`src/rtl/multicycle_ctrl_pkg.sv`:
```
// Shared encodings for the multicycle RV32I-subset control FSM.
package multicycle_pkg;

  typedef enum logic [3:0] {
    S_FETCH    = 4'd0,
    S_DECODE   = 4'd1,
    S_MEMADR   = 4'd2,
    S_MEMREAD  = 4'd3,
    S_MEMWB    = 4'd4,
    S_MEMWRITE = 4'd5,
    S_EXECR    = 4'd6,
    S_ALUWB    = 4'd7,
    S_EXECI    = 4'd8,
    S_JAL      = 4'd9,
    S_BEQ      = 4'd10,
    S_TRAP     = 4'd11
  } state_t;

  localparam logic [6:0] OP_LW  = 7'b0000011;
  localparam logic [6:0] OP_SW  = 7'b0100011;
  localparam logic [6:0] OP_R   = 7'b0110011;
  localparam logic [6:0] OP_I   = 7'b0010011;
  localparam logic [6:0] OP_BEQ = 7'b1100011;
  localparam logic [6:0] OP_JAL = 7'b1101111;

  typedef enum logic [1:0] {
    ALUOP_ADD   = 2'b00,
    ALUOP_SUB   = 2'b01,
    ALUOP_FUNCT = 2'b10
  } aluop_t;

  localparam logic [2:0] ALU_ADD = 3'b000;
  localparam logic [2:0] ALU_SUB = 3'b001;
  localparam logic [2:0] ALU_AND = 3'b010;
  localparam logic [2:0] ALU_OR  = 3'b011;
  localparam logic [2:0] ALU_SLT = 3'b101;

  localparam logic [1:0] IMM_I = 2'b00;
  localparam logic [1:0] IMM_S = 2'b01;
  localparam logic [1:0] IMM_B = 2'b10;
  localparam logic [1:0] IMM_J = 2'b11;

endpackage

```
`src/rtl/multicycle_ctrl_if.sv`:
```
// Controller <-> datapath bundle: IR fields/flags in, strobes and selects out.
interface multicycle_ctrl_if;
  logic [6:0] op;
  logic [2:0] funct3;
  logic       funct7;
  logic       Zero;
  logic       mem_ready;
  logic       PCWrite;
  logic       AdrSrc;
  logic       MemWrite;
  logic       IRWrite;
  logic [1:0] ResultSrc;
  logic [1:0] ALUSrcA;
  logic [1:0] ALUSrcB;
  logic [2:0] ALUControl;
  logic [1:0] ImmSrc;
  logic       RegWrite;
  logic [3:0] state;
  logic       illegal;

  // Controller side: reads IR fields and flags, drives the datapath controls.
  modport master (
    input  op, funct3, funct7, Zero, mem_ready,
    output PCWrite, AdrSrc, MemWrite, IRWrite, ResultSrc, ALUSrcA, ALUSrcB,
           ALUControl, ImmSrc, RegWrite, state, illegal
  );

  // Datapath side.
  modport slave (
    output op, funct3, funct7, Zero, mem_ready,
    input  PCWrite, AdrSrc, MemWrite, IRWrite, ResultSrc, ALUSrcA, ALUSrcB,
           ALUControl, ImmSrc, RegWrite, state, illegal
  );
endinterface

```
`src/rtl/multicycle_ctrl_alu_op_decoder.sv`:
```
// Maps the FSM's coarse ALUOp plus instruction funct bits to an ALU opcode.
module alu_op_decoder
  import multicycle_pkg::*;
(
  input  aluop_t     alu_op,
  input  logic [2:0] funct3,
  input  logic       op5,
  input  logic       funct7,
  output logic [2:0] alu_ctl
);

  // sub only for R-type with funct7 set; addi with the same bit pattern is add.
  always_comb begin
    alu_ctl = ALU_ADD;
    case (alu_op)
      ALUOP_ADD: alu_ctl = ALU_ADD;
      ALUOP_SUB: alu_ctl = ALU_SUB;
      ALUOP_FUNCT: begin
        case (funct3)
          3'b000:  alu_ctl = ({op5, funct7} == 2'b11) ? ALU_SUB : ALU_ADD;
          3'b010:  alu_ctl = ALU_SLT;
          3'b110:  alu_ctl = ALU_OR;
          3'b111:  alu_ctl = ALU_AND;
          default: alu_ctl = ALU_ADD;
        endcase
      end
      default: alu_ctl = ALU_ADD;
    endcase
  end

endmodule

```
`src/rtl/multicycle_ctrl.sv`:
```
// Moore control FSM for a multicycle RV32I-subset datapath.
module multicycle_ctrl
  import multicycle_pkg::*;
#(
  parameter int unsigned TRAP_ON_ILLEGAL = 1
) (
  input  logic               clk,
  input  logic               rst_n,
  multicycle_ctrl_if.master  bus
);

  state_t     state_q, state_d;
  aluop_t     alu_op;
  logic       branch, pc_update, ir_write, mem_write, reg_write, adr_src;
  logic [1:0] result_src, src_a, src_b;
  logic [2:0] alu_ctl;

  // State register; reset parks the FSM in FETCH immediately.
  always_ff @(posedge clk or negedge rst_n) begin
    if (!rst_n) state_q <= S_FETCH;
    else        state_q <= state_d;
  end

  // Next state and per-state controls; everything defaults to 0 / hold.
  always_comb begin
    state_d    = state_q;
    alu_op     = ALUOP_ADD;
    branch     = 1'b0;
    pc_update  = 1'b0;
    ir_write   = 1'b0;
    mem_write  = 1'b0;
    reg_write  = 1'b0;
    adr_src    = 1'b0;
    result_src = 2'b00;
    src_a      = 2'b00;
    src_b      = 2'b00;
    case (state_q)
      S_FETCH: begin
        src_b      = 2'b10;
        result_src = 2'b10;
        ir_write   = bus.mem_ready;
        pc_update  = bus.mem_ready;
        if (bus.mem_ready) state_d = S_DECODE;
      end
      S_DECODE: begin
        // old PC + imm: branch/jump target lands in ALUOut early
        src_a = 2'b01;
        src_b = 2'b01;
        case (bus.op)
          OP_LW, OP_SW: state_d = S_MEMADR;
          OP_R:         state_d = S_EXECR;
          OP_I:         state_d = S_EXECI;
          OP_BEQ:       state_d = S_BEQ;
          OP_JAL:       state_d = S_JAL;
          default:      state_d = (TRAP_ON_ILLEGAL != 0) ? S_TRAP : S_FETCH;
        endcase
      end
      S_MEMADR: begin
        src_a   = 2'b10;
        src_b   = 2'b01;
        state_d = bus.op[5] ? S_MEMWRITE : S_MEMREAD;
      end
      S_MEMREAD: begin
        adr_src = 1'b1;
        if (bus.mem_ready) state_d = S_MEMWB;
      end
      S_MEMWB: begin
        result_src = 2'b01;
        reg_write  = 1'b1;
        state_d    = S_FETCH;
      end
      S_MEMWRITE: begin
        adr_src   = 1'b1;
        mem_write = 1'b1;
        if (bus.mem_ready) state_d = S_FETCH;
      end
      S_EXECR: begin
        src_a   = 2'b10;
        alu_op  = ALUOP_FUNCT;
        state_d = S_ALUWB;
      end
      S_EXECI: begin
        src_a   = 2'b10;
        src_b   = 2'b01;
        alu_op  = ALUOP_FUNCT;
        state_d = S_ALUWB;
      end
      S_ALUWB: begin
        reg_write = 1'b1;
        state_d   = S_FETCH;
      end
      S_JAL: begin
        // PC <- precomputed target; ALU makes old PC + 4 for the link write
        src_a     = 2'b01;
        src_b     = 2'b10;
        pc_update = 1'b1;
        state_d   = S_ALUWB;
      end
      S_BEQ: begin
        src_a   = 2'b10;
        alu_op  = ALUOP_SUB;
        branch  = 1'b1;
        state_d = S_FETCH;
      end
      S_TRAP:  state_d = S_TRAP;
      default: state_d = S_FETCH;
    endcase
  end

  // Immediate format depends only on the opcode.
  always_comb begin
    bus.ImmSrc = IMM_I;
    case (bus.op)
      OP_LW, OP_I: bus.ImmSrc = IMM_I;
      OP_SW:       bus.ImmSrc = IMM_S;
      OP_BEQ:      bus.ImmSrc = IMM_B;
      OP_JAL:      bus.ImmSrc = IMM_J;
      default:     bus.ImmSrc = IMM_I;
    endcase
  end

  alu_op_decoder u_alu_dec (
    .alu_op (alu_op),
    .funct3 (bus.funct3),
    .op5    (bus.op[5]),
    .funct7 (bus.funct7),
    .alu_ctl(alu_ctl)
  );

  // Write strobes are gated by rst_n so FETCH's mem_ready-driven IRWrite
  // cannot fire while reset is held.
  assign bus.PCWrite    = rst_n & ((branch & bus.Zero) | pc_update);
  assign bus.IRWrite    = rst_n & ir_write;
  assign bus.MemWrite   = rst_n & mem_write;
  assign bus.RegWrite   = rst_n & reg_write;
  assign bus.AdrSrc     = adr_src;
  assign bus.ResultSrc  = result_src;
  assign bus.ALUSrcA    = src_a;
  assign bus.ALUSrcB    = src_b;
  assign bus.ALUControl = alu_ctl;
  assign bus.state      = state_q;
  assign bus.illegal    = (state_q == S_TRAP);

endmodule

```
`src/flat_wrapper.sv`:
```
// flat-port wrapper written by rule: the top's interface ports become plain ports
module multicycle_ctrl_flat import multicycle_pkg::*;
#(
  parameter int unsigned TRAP_ON_ILLEGAL = 1
)
  (clk, rst_n, bus_op, bus_funct3, bus_funct7, bus_Zero, bus_mem_ready, bus_PCWrite, bus_AdrSrc, bus_MemWrite, bus_IRWrite, bus_ResultSrc, bus_ALUSrcA, bus_ALUSrcB, bus_ALUControl, bus_ImmSrc, bus_RegWrite, bus_state, bus_illegal);
  multicycle_ctrl_if bus_i ();
  input  logic clk;
  input  logic rst_n;
  input wire logic [$bits(bus_i.op)-1:0] bus_op;
  input wire logic [$bits(bus_i.funct3)-1:0] bus_funct3;
  input wire logic [$bits(bus_i.funct7)-1:0] bus_funct7;
  input wire logic [$bits(bus_i.Zero)-1:0] bus_Zero;
  input wire logic [$bits(bus_i.mem_ready)-1:0] bus_mem_ready;
  output wire logic [$bits(bus_i.PCWrite)-1:0] bus_PCWrite;
  output wire logic [$bits(bus_i.AdrSrc)-1:0] bus_AdrSrc;
  output wire logic [$bits(bus_i.MemWrite)-1:0] bus_MemWrite;
  output wire logic [$bits(bus_i.IRWrite)-1:0] bus_IRWrite;
  output wire logic [$bits(bus_i.ResultSrc)-1:0] bus_ResultSrc;
  output wire logic [$bits(bus_i.ALUSrcA)-1:0] bus_ALUSrcA;
  output wire logic [$bits(bus_i.ALUSrcB)-1:0] bus_ALUSrcB;
  output wire logic [$bits(bus_i.ALUControl)-1:0] bus_ALUControl;
  output wire logic [$bits(bus_i.ImmSrc)-1:0] bus_ImmSrc;
  output wire logic [$bits(bus_i.RegWrite)-1:0] bus_RegWrite;
  output wire logic [$bits(bus_i.state)-1:0] bus_state;
  output wire logic [$bits(bus_i.illegal)-1:0] bus_illegal;
  assign bus_i.op = bus_op;
  assign bus_i.funct3 = bus_funct3;
  assign bus_i.funct7 = bus_funct7;
  assign bus_i.Zero = bus_Zero;
  assign bus_i.mem_ready = bus_mem_ready;
  assign bus_PCWrite = bus_i.PCWrite;
  assign bus_AdrSrc = bus_i.AdrSrc;
  assign bus_MemWrite = bus_i.MemWrite;
  assign bus_IRWrite = bus_i.IRWrite;
  assign bus_ResultSrc = bus_i.ResultSrc;
  assign bus_ALUSrcA = bus_i.ALUSrcA;
  assign bus_ALUSrcB = bus_i.ALUSrcB;
  assign bus_ALUControl = bus_i.ALUControl;
  assign bus_ImmSrc = bus_i.ImmSrc;
  assign bus_RegWrite = bus_i.RegWrite;
  assign bus_state = bus_i.state;
  assign bus_illegal = bus_i.illegal;
  multicycle_ctrl #(.TRAP_ON_ILLEGAL(TRAP_ON_ILLEGAL)) u_core (.clk(clk), .rst_n(rst_n), .bus(bus_i));
endmodule
```
`config.mk`:
```
export PLATFORM = sky130hd
export DESIGN_NAME = multicycle_ctrl_flat
export DESIGN_NICKNAME = d
export VERILOG_FILES = /design/src/rtl/multicycle_ctrl_pkg.sv /design/src/rtl/multicycle_ctrl_if.sv /design/src/rtl/multicycle_ctrl_alu_op_decoder.sv /design/src/rtl/multicycle_ctrl.sv /design/src/flat_wrapper.sv
export SDC_FILE = /design/constraint.sdc
export NUM_CORES = 1
export LEC_CHECK = 0
export CORE_UTILIZATION = 40
export DETAILED_ROUTE_END_ITERATION = 8
export PLACE_DENSITY = 0.79
export SKIP_LAST_GASP = 1
export SLEW_MARGIN = 40
export SYNTH_ARGS = -nofsm -noshare
export SYNTH_HDL_FRONTEND = slang
export SYNTH_HIERARCHICAL = 1
export SYNTH_SLANG_ARGS = --single-unit
```
`constraint.sdc`:
```
create_clock -name clk -period 2.5 [get_ports clk]
set_clock_uncertainty 0.1 [all_clocks]
set_input_delay 0.5 -clock clk [delete_from_list [all_inputs] [get_ports clk]]
set_output_delay 0.5 -clock clk [all_outputs]
set_load 0.005 [all_outputs]
```
==> impl_results.md <==
- Status: finished clean
- Buffers added on ports: 35
- RSZ-0062 raised after global routing: yes
- Flip-flop count of the largest register after layout: 4
- Ys flop type: dfrtp_1
- Final worst path period need: 2450 ps
- First-pass GRT wire length: 3860 um
- Initial antenna violation count: 0
- Clock latency at the later pin of the worst-skew pair: 240 ps
- R2r setup slk: 720 ps
- DR vias: 964
- CORE AREA: 0.00173 sq mm
- Gpl congestion: 0.866
- CTS tree: done
- HP Class: in2async
- Max Clk Rate: 0.407 GHz
- Final setup margin: 45.9 ps
- Final TNS setup: 0 ps
- Clk buf depth: 2
- Slowest-stage cell, CP: dfrtp_1
- DRC Markers: 0
- Synth-to-Final Area Change: 85.2%
- Synth warn: 6
- Combinational share of power: 84.5%
- Slew headroom: 67.8%
- First drt pass iteration count: 4
- I/O pin count: 36
- GRT Util Overall: 26.6%
- Share of cells above drive strength 1: 38.8%
- Reg clk slew, reported paths: 40 ps
- Worst setup EP type: primary output
- Switching portion of total power: 41.2%
- Clock power frac: 6.2%
- Crit path kind: reg2out
- WL final: 2510 um
- Critical path peak fanout: 4
- Worst Setup Start Kind: flop
- Post-Syn Area: 742 sq um
- # Max-Cap Violations: 0
- CP required: 1900 ps
- Root Buffer: clkbuf_4
- CTS buffer count: 3
- Final Cycle Share: 98.2%
- Vias in the first global route: 889
- DP Area: 0.00122 sq mm
- Final Hold Fails: 0
- Crit path from: u_core/bus.state[3]
- Dpl cells: 170
- Pin count of the biggest net entering global routing: 20
- Post-DP HPWL: 1700 um
- Yosys reg bits: 4
- Total gr overflow: 0
- Worst Tran Pin Value: 480 ps
- Pre-CTS setup slack: -250 ps
- Yosys top cell area share: 13.5%
- Final std cells w/o fill: 177
- Net count after synthesis: 112
- Synth top area cells: dfrtp_1 13%, clkbuf_8 5.6%, nand2b_4 5.6%, a21oi_1 5.4%, nor2_1 4.0%
- Post-layout util: 79.6%
- Post-Synthesis Cells: 95
- Synth cell types: 42
- # rows: 15
- Pint: 796 uW
- CP Data Arrival Time: 1850 ps
- Chip height: 45.1 um
- DRT iter0 DRCs: 36
- Yosys top cell by area: dfrtp_1
- Total power draw: 1.35 mW
- Sink Count: 4
- Die width: 45.1 um
- Final setup viols: 0
- Most instantiated cells after synthesis: 8 x a21oi_1, 8 x nor2_1, 5 x inv_1, 5 x nand2_1
- Synthesized area per cell: 7.81 sq um
- Worst vdd ir: 0.000551 V
- Asr flop ratio synth: 100%
- Worst path max stage delay: 420 ps
- # nets final: 171
- R2r startpoint: u_core/bus.state[1]
- Register area share after synthesis: 13.5%
- Psw: 557 uW
- Starting Density: 43.0%
- Die area: 0.00203 sq mm
- Cell Pwr Density: 984 mW/mm^2
- Clock H-tree levels: 1
- Crit-path cells: nand2b_4 > mux2i_1 > nor2b_4 > ha_4 > nor4b_4 > clkbuf_2
- Post-route ant nets: 0
- Seq pwr share: 9.3%
- Slew Limit Fails: 0
- Leakage: 0.602 nW
- WHS: 530 ps
- Via density: 5.45
- Diode count: 0
- WL/cell: 14.2 um
- Final non-filler cell area: 0.00137 sq mm
- EDFF count, synth: 0
-- power by group through the flow --
| stage | clock, mW | combinational (mW) | sequential, mW |
|---|---|---|---|
| after floorplan | 0 | 0.569 | 0.115 |
| after global placement | 0 | 0.920 | 0.121 |
| after detailed placement | 0 | 0.950 | 0.121 |
| after CTS | 0.0841 | 1.05 | 0.119 |
| after global routing | 0.0895 | 1.22 | 0.130 |
| final | 0.0841 | 1.14 | 0.126 |
-- cell type report --
cell class | instances | area, sq um
clock buffers | 3 | 22.5
fillers | 117 | 353
inverters | 5 | 18.8
multi-input cells | 78 | 643
flip-flops and latches | 4 | 100
well taps | 25 | 31.3
repair buffers | 62 | 558
-- layer usage --
metal | GRT usage (%) | part of all wire [%] | up-vias
met4 | 7.27 | 0.52 | 0
met1 | 29.4 | 42 | 450
met3 | 4.80 | 4.7 | 6
met2 | 51.0 | 53 | 47
met5 | 0 | 0 | -
li1 | - | - | 461
-- path summary, 6_finish.rpt --
path | to | cells past startpoint
max | bus_ALUControl[2] | 6
min | u_core/bus.state[0] | 2
max reg2reg | u_core/bus.state[3] | 6
min reg2reg | u_core/bus.state[1] | 2
max in group asynchronous | u_core/bus.state[3] | 2
min in group clk | u_core/bus.state[1] | 2
-- worst max-delay path, delay by kind of cell (launching register included) --
family,cells,cell delay [ps]
buf+inv,1,170
mux,1,150
flops,1,420
fa+ha+maj,1,230
simple gates,3,640
-- layout by cell type, fill, tap and decap left out, drive strengths merged, types with 5 or more instances in the layout --
| cell type | n |
|---|---|
| inv | 5 |
| nand2b | 7 |
| o21ai | 5 |
| buf | 28 |
| nor2 | 8 |
| clkbuf | 6 |
| nand2 | 5 |
| a21oi | 8 |
| clkdlybuf4s50 | 27 |
-- logic make-up (layout without fill, tap and decap cells) --
family | Yosys count | count (layout) | share of synthesized area, %
AND/OR/NAND/NOR | 45 | 45 | 39.5
AO/OA/AOI/OAI | 27 | 27 | 26.5
buffers and inverters | 13 | 70 | 12.3
flip-flops | 4 | 4 | 13.5
XOR/XNOR | 3 | 3 | 3.54
adder cells (fa/ha/maj) | 2 | 2 | 3.37
multiplexers | 1 | 1 | 1.35
-- timing repair --
action | in CTS | in global routing
setup buffers | 3 | 1
resized for setup | 17 | 24
hold buffers | 0 | 0
pin swaps | 1 | 5
endpoints found under the setup margin | 8 | 6
(Power assumes the default switching activity.)
